### src/rtl/bus_guard_pkg.sv
// Shared constants and types for the bus_guard block: register offsets,
// STATUS bit positions, FSM state encoding and the debug view of the FSM.
package bus_guard_pkg;

  // Word offsets inside the 16-byte register window (mem_addr[3:2])
  localparam logic [1:0] REG_STATUS = 2'd0;
  localparam logic [1:0] REG_FADDR  = 2'd1;
  localparam logic [1:0] REG_FCOUNT = 2'd2;
  localparam logic [1:0] REG_RSVD   = 2'd3;

  // STATUS register bit indices
  localparam int ST_FAULT   = 0;
  localparam int ST_WRITE   = 1;
  localparam int ST_TIMEOUT = 2;

  // Saturation value of the fault counter
  localparam logic [15:0] FCOUNT_MAX = 16'hFFFF;

  // Transaction FSM states
  typedef enum logic [1:0] {
    S_IDLE = 2'd0,
    S_WAIT = 2'd1,
    S_RESP = 2'd2
  } state_t;

  // Debug view of the FSM, convenient to probe from checkers
  typedef struct packed {
    state_t      state;
    logic [15:0] timer;
  } dbg_t;

endpackage

### src/rtl/bus_guard_regs.sv
// Fault register file: sticky first-fault capture, saturating fault counter
// and the read mux for the memory-mapped window.
module bus_guard_regs
  import bus_guard_pkg::*;
(
  input  logic        clk,
  input  logic        reset,
  input  logic        i_fault_set,
  input  logic        i_fault_write,
  input  logic        i_fault_timeout,
  input  logic [31:0] i_fault_addr,
  input  logic        i_status_clr,
  input  logic [1:0]  i_rd_sel,
  output logic [31:0] o_rd_data,
  output logic        o_fault
);

  logic        r_fault;
  logic        r_fault_write;
  logic        r_fault_timeout;
  logic [31:0] r_fault_addr;
  logic [15:0] r_fault_count;

  // Sticky capture of the first fault; a new fault takes priority over a clear
  always_ff @(posedge clk) begin
    if (reset) begin
      r_fault         <= 1'b0;
      r_fault_write   <= 1'b0;
      r_fault_timeout <= 1'b0;
      r_fault_addr    <= '0;
    end else if (i_fault_set) begin
      if (!r_fault) begin
        r_fault         <= 1'b1;
        r_fault_write   <= i_fault_write;
        r_fault_timeout <= i_fault_timeout;
        r_fault_addr    <= i_fault_addr;
      end
    end else if (i_status_clr) begin
      r_fault         <= 1'b0;
      r_fault_write   <= 1'b0;
      r_fault_timeout <= 1'b0;
    end
  end

  // Count every fault, saturating; only reset clears it
  always_ff @(posedge clk) begin
    if (reset) begin
      r_fault_count <= '0;
    end else if (i_fault_set && (r_fault_count != FCOUNT_MAX)) begin
      r_fault_count <= r_fault_count + 16'd1;
    end
  end

  // Zero-extended read mux over the four window words
  always_comb begin
    o_rd_data = '0;
    case (i_rd_sel)
      REG_STATUS: begin
        o_rd_data[ST_FAULT]   = r_fault;
        o_rd_data[ST_WRITE]   = r_fault_write;
        o_rd_data[ST_TIMEOUT] = r_fault_timeout;
      end
      REG_FADDR:  o_rd_data = r_fault_addr;
      REG_FCOUNT: o_rd_data = {16'h0000, r_fault_count};
      default:    o_rd_data = '0;
    endcase
  end

  assign o_fault = r_fault;

endmodule

### src/rtl/bus_guard.sv
// Bus guard between the picorv32 memory port and the slave decode.
// Slave responses pass straight through; unmapped or stalled accesses are
// terminated with ERR_DATA and recorded in a small register window.
//
// Handshake: a request is pending while mem_valid = 1; it completes in the
// cycle mem_ready = 1. In pass-through, mem_ready is slv_ready combinationally.
// Locally terminated accesses complete one cycle after acceptance (RESP).
module bus_guard
  import bus_guard_pkg::*;
#(
  parameter logic [31:0] ADDR           = 32'h4000_7000,
  parameter int unsigned TIMEOUT_CYCLES = 64,
  parameter logic [31:0] ERR_DATA       = 32'hDEAD_BEEF
) (
  input  logic        clk,
  input  logic        reset,
  input  logic        mem_valid,
  input  logic [31:0] mem_addr,
  input  logic [31:0] mem_wdata,
  input  logic [3:0]  mem_wstrb,
  output logic        mem_ready,
  output logic [31:0] mem_rdata,
  input  logic        slv_sel,
  input  logic        slv_ready,
  input  logic [31:0] slv_rdata,
  output logic        fault_irq
);

  localparam logic [15:0] TMO_LAST = 16'(TIMEOUT_CYCLES - 1);

  state_t      r_state;
  state_t      w_state_nxt;
  logic [15:0] r_timer;
  logic [15:0] w_timer_nxt;
  logic [31:0] r_resp_data;
  logic [31:0] w_resp_data_nxt;
  logic        w_resp_load;
  logic        w_fault_set;
  logic        w_fault_tmo;
  logic        w_status_clr;
  logic        w_own;
  logic        w_clr_req;
  logic        w_is_write;
  logic [31:0] w_reg_rdata;
  logic        w_fault;
  dbg_t        w_dbg;
  logic        w_unused;

  assign w_own      = (mem_addr[31:4] == ADDR[31:4]);
  assign w_is_write = |mem_wstrb;
  assign w_clr_req  = mem_wstrb[0] && mem_wdata[0] && (mem_addr[3:2] == REG_STATUS);

  // State, timer and the registered response word for RESP
  always_ff @(posedge clk) begin
    if (reset) begin
      r_state     <= S_IDLE;
      r_timer     <= '0;
      r_resp_data <= '0;
    end else begin
      r_state <= w_state_nxt;
      r_timer <= w_timer_nxt;
      if (w_resp_load) begin
        r_resp_data <= w_resp_data_nxt;
      end
    end
  end

  // Next state, fault events and CPU-facing outputs
  always_comb begin
    w_state_nxt     = r_state;
    w_timer_nxt     = '0;
    w_resp_load     = 1'b0;
    w_resp_data_nxt = '0;
    w_fault_set     = 1'b0;
    w_fault_tmo     = 1'b0;
    w_status_clr    = 1'b0;
    mem_ready       = 1'b0;
    mem_rdata       = '0;
    unique case (r_state)
      S_IDLE: begin
        if (mem_valid) begin
          if (w_own) begin
            w_state_nxt     = S_RESP;
            w_resp_load     = 1'b1;
            w_resp_data_nxt = w_reg_rdata;
            w_status_clr    = w_clr_req;
          end else if (!slv_sel) begin
            w_state_nxt     = S_RESP;
            w_resp_load     = 1'b1;
            w_resp_data_nxt = ERR_DATA;
            w_fault_set     = 1'b1;
          end else begin
            mem_ready = slv_ready;
            mem_rdata = slv_rdata;
            if (!slv_ready) begin
              w_state_nxt = S_WAIT;
              w_timer_nxt = 16'd1;
            end
          end
        end
      end
      S_WAIT: begin
        if (!mem_valid) begin
          // CPU withdrew the request: drop it silently
          w_state_nxt = S_IDLE;
        end else begin
          mem_ready = slv_ready;
          mem_rdata = slv_rdata;
          if (slv_ready) begin
            w_state_nxt = S_IDLE;
          end else if (r_timer == TMO_LAST) begin
            w_state_nxt     = S_RESP;
            w_resp_load     = 1'b1;
            w_resp_data_nxt = ERR_DATA;
            w_fault_set     = 1'b1;
            w_fault_tmo     = 1'b1;
          end else begin
            w_timer_nxt = r_timer + 16'd1;
          end
        end
      end
      S_RESP: begin
        mem_ready   = 1'b1;
        mem_rdata   = r_resp_data;
        w_state_nxt = S_IDLE;
      end
      default: begin
        w_state_nxt = S_IDLE;
      end
    endcase
    // Reset aborts any transfer in flight without completing it
    if (reset) begin
      mem_ready = 1'b0;
      mem_rdata = '0;
    end
  end

  bus_guard_regs u_regs (
    .clk             (clk),
    .reset           (reset),
    .i_fault_set     (w_fault_set),
    .i_fault_write   (w_is_write),
    .i_fault_timeout (w_fault_tmo),
    .i_fault_addr    (mem_addr),
    .i_status_clr    (w_status_clr),
    .i_rd_sel        (mem_addr[3:2]),
    .o_rd_data       (w_reg_rdata),
    .o_fault         (w_fault)
  );

  assign fault_irq = w_fault;

  assign w_dbg.state = r_state;
  assign w_dbg.timer = r_timer;

  // Only STATUS bit0 of the write data is meaningful
  assign w_unused = ^{mem_wdata[31:1], w_dbg};

endmodule

### config.mk
export PLATFORM = sky130hd
export DESIGN_NAME = bus_guard
export DESIGN_NICKNAME = d
export VERILOG_FILES = /design/src/rtl/bus_guard_pkg.sv /design/src/rtl/bus_guard_regs.sv /design/src/rtl/bus_guard.sv
export SDC_FILE = /design/constraint.sdc
export NUM_CORES = 1
export LEC_CHECK = 0
export ABC_AREA = 1
export BUFFER_PORTS_ARGS = -buffer_cell sky130_fd_sc_hd__buf_2
export CAP_MARGIN = 40
export CORE_ASPECT_RATIO = 0.9
export CORE_MARGIN = 10
export CORE_UTILIZATION = 59
export CTS_CLUSTER_DIAMETER = 60
export DETAILED_ROUTE_END_ITERATION = 10
export PLACE_DENSITY = 0.95
export SYNTH_ARGS = -nofsm -noshare
export SYNTH_HDL_FRONTEND = slang
export SYNTH_SLANG_ARGS = --single-unit
### constraint.sdc
create_clock -name clk -period 3.1 [get_ports clk]
set_clock_uncertainty 0.2 [all_clocks]
set_input_delay 0.62 -clock clk [delete_from_list [all_inputs] [get_ports clk]]
set_output_delay 0.62 -clock clk [all_outputs]
set_load 0.05 [all_outputs]
==> flow_metrics.env <==
export IMPL_final_common_cell="nand3_1"
export IMPL_maxCapViolations=0
export IMPL_muxShareOfSynthArea_pct=0
export IMPL_finalHoldWorstSlack_ns=0.2606
export IMPL_finalCriticalPeriod_ns=2.864
export IMPL_holdCritPathClass="flop to flop"
export IMPL_critPathBufInv=3
export IMPL_fin_crit_sh_pct=92.39
export IMPL_slew_headroom_pct=57.53
export IMPL_num_fill_cells=785
export IMPL_ctsHoldBuffers=0
export IMPL_worstHoldStart="u_regs.r_fault_addr[21]"
export IMPL_r2r_end="r_resp_data[2]"
export IMPL_cp_slowest_cell="dfxtp_1"
export IMPL_start_util_pct=61.47
export IMPL_synth_edf_count=0
export IMPL_worstPathArrival_ns=2.04
export IMPL_grt_usage_pct=22.85
export IMPL_io_buffers=107
export IMPL_vias=6798
export IMPL_die_h_um=116.0
export IMPL_cts_buffers=9
export IMPL_max_freq_mhz=349.2
export IMPL_crit_fanout=35
export IMPL_fin_cells=1154
export IMPL_synth_area_um2=6041
export IMPL_io_pin_count=139
export IMPL_worst_pin_slew_ns=0.6348
export IMPL_cpLargestDelayFamily="buffers and inverters"
export IMPL_synthAdderAreaFrac_pct=1.243
export IMPL_wl_mm=17.55
export IMPL_rr_worst_depth=9
export IMPL_syn_area_per_cell_um2=6.319
export IMPL_clk_pin_slew_ns=0.07
export IMPL_critPathKind="flop to output port"
export IMPL_power_frac_seq_pct=48.5
export IMPL_fp_dieW_um=126.7
export IMPL_peakVddDrop_mv=0.3233
export IMPL_yosysSeqAreaShare_pct=33.47
export IMPL_clockBufferDepth=2
export IMPL_critPathCaptureType="output port"
export IMPL_dr_first_iter_drc_count=844
export IMPL_remaining_drc_errors=0
export IMPL_power_switching_share_pct=28.10
export IMPL_netlist_instances=956
export IMPL_yosys_area_share_simple_pct=40.72
export IMPL_finalSetupViolCount=0
export IMPL_p_comb_share_pct=15.5
export IMPL_dp_cells=1139
export IMPL_diodes=0
export IMPL_timing_rr_start="r_state[1]"
export IMPL_grt_pass1_wl_mm=28.84
export IMPL_synth_top_family_by_area="simple AND/OR/NAND/NOR gates"
export IMPL_hold_path_depth=2
export IMPL_cts_tree="yes"
export IMPL_slowest_delay_ns=0.32
export IMPL_multiInputGateArea_um2=3428
export IMPL_start_kind="flop"
export IMPL_grt_max_degree=59
export IMPL_yosysTopAreaCell="dfxtp_1"
export IMPL_synth_seq_cells=101
export IMPL_cts_root_buf="clkbuf_16"
export IMPL_h_tree_depth=3
export IMPL_coreArea_um2=9827
export IMPL_synth_ff_type="dfxtp_1"
export IMPL_ys_warn_count=0
export IMPL_antenna_left=0
export IMPL_die_area_um2=14690
export IMPL_layout_common_cells="179 x nand3_1, 172 x nand2_1, 150 x nor2_1"
export IMPL_path_cells="buf_4 -> nor2_4 -> buf_12 -> nand3_1 -> a31oi_1 -> buf_2"
export IMPL_grt_pass1_vias=6053
export IMPL_regArea_um2=2022
export IMPL_fin_setup_tns_ns=0
export IMPL_synthArstFlopShare_pct=0
export IMPL_globalRoute_totalOverflow=0
export IMPL_post_cts_setup_buffer_count=0
export IMPL_post_cts_resized=0
export IMPL_final_max_slew_viol_count=0
export IMPL_cts_sinks=101
export IMPL_drive_gt1_share_pct=15.27
export IMPL_gp_congestion=0.9137
export IMPL_hold_viol=0
export IMPL_pwr_share_clk_pct=36.1
export IMPL_syn_to_final_growth_pct=13.84
export IMPL_syn_nets=1067
export IMPL_switching_power_mw=0.7986
export IMPL_synth_compound_area_share_pct=12.51
export IMPL_p_leak_nw=2.748
export IMPL_ys_types=32
export IMPL_intPower_mw=2.043
export IMPL_powerDensity_nw_per_um2=413.2
export IMPL_drt_pass1_iter_count=6
export IMPL_dp_hpwl_mm=12.38
export IMPL_finalPower_mw=2.841
export IMPL_final_nets=1135
export IMPL_synth_xor_xnor_area_share_pct=2.175
export IMPL_rsz0062_at_grt="no"
export IMPL_clk_latency_ns=0.34
export IMPL_required_ns=2.28
export IMPL_status="completed"
export IMPL_antenna_found_initial=0
export IMPL_rows=34
export IMPL_via_per_inst=5.891
export IMPL_synth_top_area_share_pct=33.47
export IMPL_hold_path_end="u_regs.r_fault_addr[21]"
export IMPL_rrSetupSlack_ns=0.50
export IMPL_synthTopCellsByArea="dfxtp_1 33%, nand3_1 15%, nand2_1 11%"
export IMPL_wl_per_cell_um=15.21
-- stage by stage --
| stage | util (%) | instance area (um^2) | worst slack, ns |
|---|---|---|---|
| 2_1_floorplan | - | 6041 | 0.1235 |
| 4_1_cts | 69.98 | 6877 | 0.2428 |
| 6_report | 69.98 | 6877 | 0.2359 |
| 3_5_place_dp | 67.27 | 6610 | 0.2592 |
| 3_3_place_gp | 67.11 | 6595 | 0.2751 |
| 5_1_grt | 69.98 | 6877 | 0.1516 |
-- worst max-delay path by stage --
stage | startpoint | to | slack (ns) | depth (start not counted)
final | r_state[1] | mem_rdata[12] | 0.24 | 6
after global routing | r_state[1] | mem_rdata[15] | 0.15 | 6
after CTS | r_state[1] | mem_rdata[12] | 0.24 | 6
after detailed placement | mem_addr[10] | r_resp_data[31] | 0.26 | 11
after global placement | mem_addr[24] | mem_rdata[12] | 0.28 | 11
after floorplan | reset | mem_ready | 0.12 | 4
-- Yosys cell counts, drive strengths merged (13+ instances only) --
master,n
clkbuf,46
a21oi,71
inv,74
nand3,181
nor3,13
buf,21
nor2,155
o21ai,37
dfxtp,101
nand4,16
xor2,15
a31oi,32
nand2,178
-- cells by family after synthesis --
group | Yosys count
AND/OR/NAND/NOR | 550
AO/OA/AOI/OAI | 142
XOR/XNOR | 15
adder cells (fa/ha/maj) | 6
buffers and inverters | 142
flip-flops | 101
-- sequential cells by signal, indices dropped and copies added, names as in the netlist --
name	flops
r_resp_data	32
u_regs.r_fault_addr	32
r_timer	16
u_regs.r_fault_count	16
r_state	2
u_regs.o_fault	1
u_regs.r_fault_timeout	1
u_regs.r_fault_write	1
-- cell type report --
type | instances | area share, %
Sequential cell | 101 | 29.40
Multi-Input combinational cell | 713 | 49.85
Inverter | 75 | 4.094
Clock inverter | 4 | 0.3457
Clock buffer | 11 | 3.530
Timing Repair Buffer | 124 | 10.48
Tap cell | 126 | 2.293
-- worst register-to-register path, stage by stage (launching register included) --
cell	delay, ns
dfxtp_1	0.32
buf_4	0.24
nor2_4	0.32
nand2_1	0.13
inv_1	0.08
nand2_1	0.23
nand2_4	0.33
nand2_2	0.30
nor2_1	0.26
nor2_1	0.08
-- power groups by stage --
stage          clock network (mW)  registers (mW)  logic (mW)
2_1_floorplan                   0            1.40       0.296
3_5_place_dp                    0            1.40       0.428
4_1_cts                      1.04            1.37       0.433
5_1_grt                      1.07            1.38       0.485
6_report                     1.03            1.38       0.439
3_3_place_gp                    0            1.40       0.415
-- routing by layer --
| layer | wire (um) | vias up | GRT usage, % |
|---|---|---|---|
| li1 | - | 3306 | - |
| met5 | 0 | - | 0 |
| met1 | 7503 | 3080 | 30.79 |
| met3 | 2063 | 36 | 5.251 |
| met4 | 286 | 0 | 6.899 |
| met2 | 7698 | 376 | 35.66 |
(Power assumes the default switching activity.)
